[src/rtl/tone_period_meter.sv]
// Tone period meter: recovers the period of a square-wave tone in whole
// microseconds and flags the absence of a tone after a timeout window.
module tone_period_meter #(
  parameter int unsigned CLKS_PER_US = 100,
  parameter int unsigned TIMEOUT_US  = 100000
) (
  input  logic        CLK,
  input  logic        RST,
  input  logic        tone_in,
  output logic [31:0] period,
  output logic        period_valid,
  output logic        no_tone
);

  localparam int unsigned PRESC_W = (CLKS_PER_US > 1) ? $clog2(CLKS_PER_US) : 1;
  localparam logic [PRESC_W-1:0] PRESC_LAST  = PRESC_W'(CLKS_PER_US - 1);
  localparam logic [PRESC_W-1:0] PRESC_ONE   = PRESC_W'(1);
  localparam logic [PRESC_W-1:0] PRESC_ZERO  = '0;
  localparam logic [31:0]        CNT_LAST    = 32'(TIMEOUT_US - 1);

  typedef enum logic {
    IDLE,
    MEASURE
  } state_t;

  state_t              state_q, state_d;
  logic                sync1_q, sync1_d;
  logic                sync2_q, sync2_d;
  logic                delay_q, delay_d;
  logic [PRESC_W-1:0]  presc_q, presc_d;
  logic [31:0]         per_cnt_q, per_cnt_d;
  logic [31:0]         period_q, period_d;
  logic                valid_q, valid_d;
  logic                no_tone_q, no_tone_d;
  logic                rise;
  logic                tick;

  // The rise cycle itself occupies prescaler slot 0, so counting resumes at
  // slot 1; this makes the reported value floor(rise spacing / CLKS_PER_US).
  always_comb begin
    sync1_d   = tone_in;
    sync2_d   = sync1_q;
    delay_d   = sync2_q;
    rise      = sync2_q & ~delay_q;
    tick      = (presc_q == PRESC_LAST);

    state_d   = state_q;
    presc_d   = presc_q;
    per_cnt_d = per_cnt_q;
    period_d  = period_q;
    valid_d   = 1'b0;
    no_tone_d = no_tone_q;

    case (state_q)
      IDLE: begin
        presc_d   = PRESC_ZERO;
        per_cnt_d = '0;
        if (rise) begin
          state_d = MEASURE;
          presc_d = PRESC_ONE;
        end
      end
      MEASURE: begin
        if (rise) begin
          period_d  = per_cnt_q;
          valid_d   = 1'b1;
          no_tone_d = 1'b0;
          presc_d   = PRESC_ONE;
          per_cnt_d = '0;
        end else if (tick && (per_cnt_q == CNT_LAST)) begin
          state_d   = IDLE;
          no_tone_d = 1'b1;
          period_d  = '0;
          presc_d   = PRESC_ZERO;
          per_cnt_d = '0;
        end else if (tick) begin
          presc_d   = PRESC_ZERO;
          per_cnt_d = per_cnt_q + 32'd1;
        end else begin
          presc_d   = presc_q + PRESC_ONE;
        end
      end
    endcase
  end

  always_ff @(posedge CLK) begin
    if (RST) begin
      state_q   <= IDLE;
      sync1_q   <= 1'b0;
      sync2_q   <= 1'b0;
      delay_q   <= 1'b0;
      presc_q   <= PRESC_ZERO;
      per_cnt_q <= '0;
      period_q  <= '0;
      valid_q   <= 1'b0;
      no_tone_q <= 1'b1;
    end else begin
      state_q   <= state_d;
      sync1_q   <= sync1_d;
      sync2_q   <= sync2_d;
      delay_q   <= delay_d;
      presc_q   <= presc_d;
      per_cnt_q <= per_cnt_d;
      period_q  <= period_d;
      valid_q   <= valid_d;
      no_tone_q <= no_tone_d;
    end
  end

  assign period       = period_q;
  assign period_valid = valid_q;
  assign no_tone      = no_tone_q;

endmodule
[config.mk]
export PLATFORM = sky130hd
export DESIGN_NAME = tone_period_meter
export DESIGN_NICKNAME = d
export VERILOG_FILES = /design/src/rtl/tone_period_meter.sv
export SDC_FILE = /design/constraint.sdc
export NUM_CORES = 1
export LEC_CHECK = 0
export BUFFER_PORTS_ARGS = -buffer_cell sky130_fd_sc_hd__buf_2
export CORE_ASPECT_RATIO = 0.75
export CORE_MARGIN = 2
export CORE_UTILIZATION = 62
export DETAILED_ROUTE_END_ITERATION = 16
export PLACE_DENSITY = 0.84
export REMOVE_ABC_BUFFERS = 1
export SYNTH_ARGS = -nofsm -noshare
export SYNTH_HDL_FRONTEND = slang
export SYNTH_SLANG_ARGS = --single-unit
[constraint.sdc]
create_clock -name CLK -period 3.6 [get_ports CLK]
set_input_delay 0.36 -clock CLK [delete_from_list [all_inputs] [get_ports CLK]]
set_output_delay 0.36 -clock CLK [all_outputs]
set_load 0.02 [all_outputs]
==> results by group <==
Run status
  – Status: complete, no violations

Cells and area
  – Area growth syn-to-layout: 10.9%
  – Antenna cell count: 0
  – Layout cells sized above 1: 0.183
  – Fin nets: 378

Clocking
  – Clk sinks: 77
  – TritonCTS clock tree: done
  – CTS Buf Count: 9
  – Clk_lat worst skew: 0.36 ns
  – H-tree depth: 3
  – Clock buffer depth: 2
  – Post-CTS Setup Bufs: 0
  – Clock transition at path regs: 0.08 ns
  – Cts repair resizes: 0
  – Hold Buf Count CTS: 0
  – CTS root buffer: clkbuf_8

STA
  – Minimum clock period: 2.48 ns
  – Unrepaired setup endpoints after global routing: no
  – Max-slew violations: 0
  – Setup TNS: 0 ns
  – Fin Clk Skew: 0.00853 ns
  – Final Hold Viols: 0
  – Slew @ Worst Pin: 0.812 ns
  – Slew margin rel.: 0.459
  – Final setup viols: 0
  – Fin Hold WS: 0.216 ns
  – Highest achievable clock rate: 0.404 GHz
  – Final period util: 0.688

Global route
  – Initial antenna violation count: 0
  – Gr usage total: 0.263
  – Number of global-route vias before repair: 2,451
  – First-pass GRT wire length: 12,000 µm
  – GR Overflow Total: 0
  – Largest net degree at the start of global routing: 24

Critical path
  – CP bufs+invs: 0
  – CP top delay family: simple AND/OR/NAND/NOR gates
  – Flop2flop setup slack: 1.12 ns
  – Critical Path AT: 2.68 ns
  – Kind of critical path: reg2reg
  – Cell Chain, Critical Path: ha_1 -> nand4_1 -> nor4_2 -> or3_1 -> nor2_1
  – Slowest CP cell: or3_1
  – Reg2reg start: per_cnt_q[0]
  – R2r endpoint: per_cnt_q[6]
  – CP required: 3.80 ns
  – Reg2Reg Depth: 5
  – Slowest Stage Delay on Critical Path: 0.70 ns
  – CP Capture Type: flip-flop
  – Peak fanout along the critical path: 23
  – Startpoint types: flip-flop

Logic synthesis
  – EDFF count, synth: 0
  – Most common flop cell mapped by yosys: dfxtp_1
  – Syn Area/Cell: 9.53 µm²
  – Synth Instances: 347
  – Post-synth ARST share: 0
  – Yosys cell types: 47
  – Yosys reg bits: 77
  – YS warnings: 0
  – Sequential share of the synthesized area: 0.466
  – Mapped cell area: 3310 µm²

Placement
  – Final Wtd Congestion: 0.964
  – Port Buffers: 36
  – HPWL after DPL: 5020 µm

Drt
  – DRT iter0 DRCs: 383
  – Vias/cell: 6.10
  – WL/cell: 15.9 µm
  – Final WL: 7150 µm
  – DRC: 0
  – Detailed-route via count: 2,746
  – Detail Route Antenna Nets: 0
  – First-pass DRT Iterations: 5

Die
  – Chip width: 88.3 µm
  – I/O pins: 37
  – Vert. Die Dim: 67.3 µm
  – Die area: 5940 µm²
  – Core area: 5010 µm²
  – # rows: 22
  – Initial Util: 0.660

Worst hold path
  – Hold_sp: tone_in
  – Hold Path Depth: 2
  – Worst min path class: in2reg
  – WHS Endpoint: sync1_q

Power and ir drop
  – Max IR drop VDD: 0.355 mV
  – Pwr dens: 422 nW/µm²
  – Final Power: 0.00155 W
  – Leakage Power: 1.43 nW

Job
  – Max_cap viols: 0
==> cell usage after synthesis, drive strengths merged, types with 8 or more instances <==
| cell type | number | area share |
|---|---|---|
| buf | 15 | 0.031 |
| and3 | 8 | 0.015 |
| xor2 | 13 | 0.034 |
| or3 | 12 | 0.024 |
| a21oi | 8 | 0.013 |
| a22o | 32 | 0.085 |
| clkbuf | 9 | 0.011 |
| nand4 | 19 | 0.036 |
| xnor2 | 10 | 0.026 |
| dfxtp | 77 | 0.47 |
| nand3 | 25 | 0.038 |
| nand2 | 22 | 0.027 |
| nor2 | 27 | 0.031 |
| nor4 | 11 | 0.027 |
==> registers in the layout, summed over array words and instances, names as in the netlist <==
name and flops:
sync1_q 1, period 32, presc_q 7, delay_q 1
no_tone 1, period_valid 1, delay_d 1, per_cnt_q 32
state_q 1
==> per-layer routing <==
| metal | up-vias | global-route usage | wire (µm) |
|---|---|---|---|
| met5 | - | 0 | 0 |
| met4 | 0 | 0.0852 | 91 |
| met3 | 16 | 0.0819 | 614 |
| met2 | 148 | 0.389 | 3040 |
| met1 | 1253 | 0.365 | 3410 |
| li1 | 1329 | - | - |
==> how the worst max path moves through the flow <==
stage | from | cells after the start | end
final | per_cnt_q[0] | 5 | per_cnt_q[6]
after global routing | per_cnt_q[0] | 5 | per_cnt_q[6]
after CTS | presc_q[0] | 6 | per_cnt_q[6]
after detailed placement | presc_q[0] | 6 | per_cnt_q[6]
after global placement | presc_q[0] | 6 | per_cnt_q[0]
after floorplan | presc_q[0] | 6 | per_cnt_q[0]
==> worst reg2reg max path: cells and delay by family, from the launching register on <==
family / cells / cell delay, ns
fa+ha+maj: 1 / 0.36
flops: 1 / 0.41
simple gates: 4 / 1.56
==> layout by cell type, fill, tap and decap left out, drive strengths merged, types with 3 or more instances in the layout <==
cell    count
nor2       27
nor4       11
nor4b       3
xor2       13
nand4      19
and3        8
a22o       32
nor2b       4
o21ai       7
or3        12
and4        6
or4         3
dfxtp      77
o31ai       4
clkinv      3
a21oi       8
and2        6
nand3      25
clkbuf     11
buf        39
nand2b      5
nor3        6
nand2      22
xnor2      10
==> area by class of cell <==
| cell class | instances | area (µm²) |
|---|---|---|
| flip-flops and latches | 77 | 1540 |
| repair buffers | 39 | 203 |
| well taps | 72 | 90.1 |
| multi-input cells | 244 | 1620 |
| clock inverters | 5 | 60.1 |
| clock buffers | 11 | 141 |
| fillers | 379 | 1340 |
| inverters | 2 | 7.51 |
==> report_power, final <==
group,internal (W),switching (W)
sequential,0.000854,0.00000312
combinational,0.00000899,0.0000261
clock,0.000340,0.000314
total,0.00120,0.000343
==> per-stage QoR <==
| step | worst slack [ns] | instances | utilization | cell area [µm²] |
|---|---|---|---|---|
| floorplan | 1.59 | 323 | - | 3170 |
| global placement | 1.32 | 434 | 0.692 | 3460 |
| detailed placement | 1.18 | 434 | 0.692 | 3460 |
| CTS | 1.16 | 450 | 0.732 | 3670 |
| global route | 0.954 | 450 | 0.732 | 3670 |
| finish | 1.12 | 450 | 0.732 | 3670 |
==> cells by family (layout without fill, tap and decap cells) <==
family | after synthesis | after routing | synth area share
simple gates | 162 | 162 | 0.287
flops | 77 | 77 | 0.466
compound gates | 57 | 57 | 0.135
buf+inv | 26 | 57 | 0.0439
xor+xnor | 23 | 23 | 0.0609
fa+ha+maj | 2 | 2 | 0.00757
Note: power is estimated with default switching activity, not from simulation.
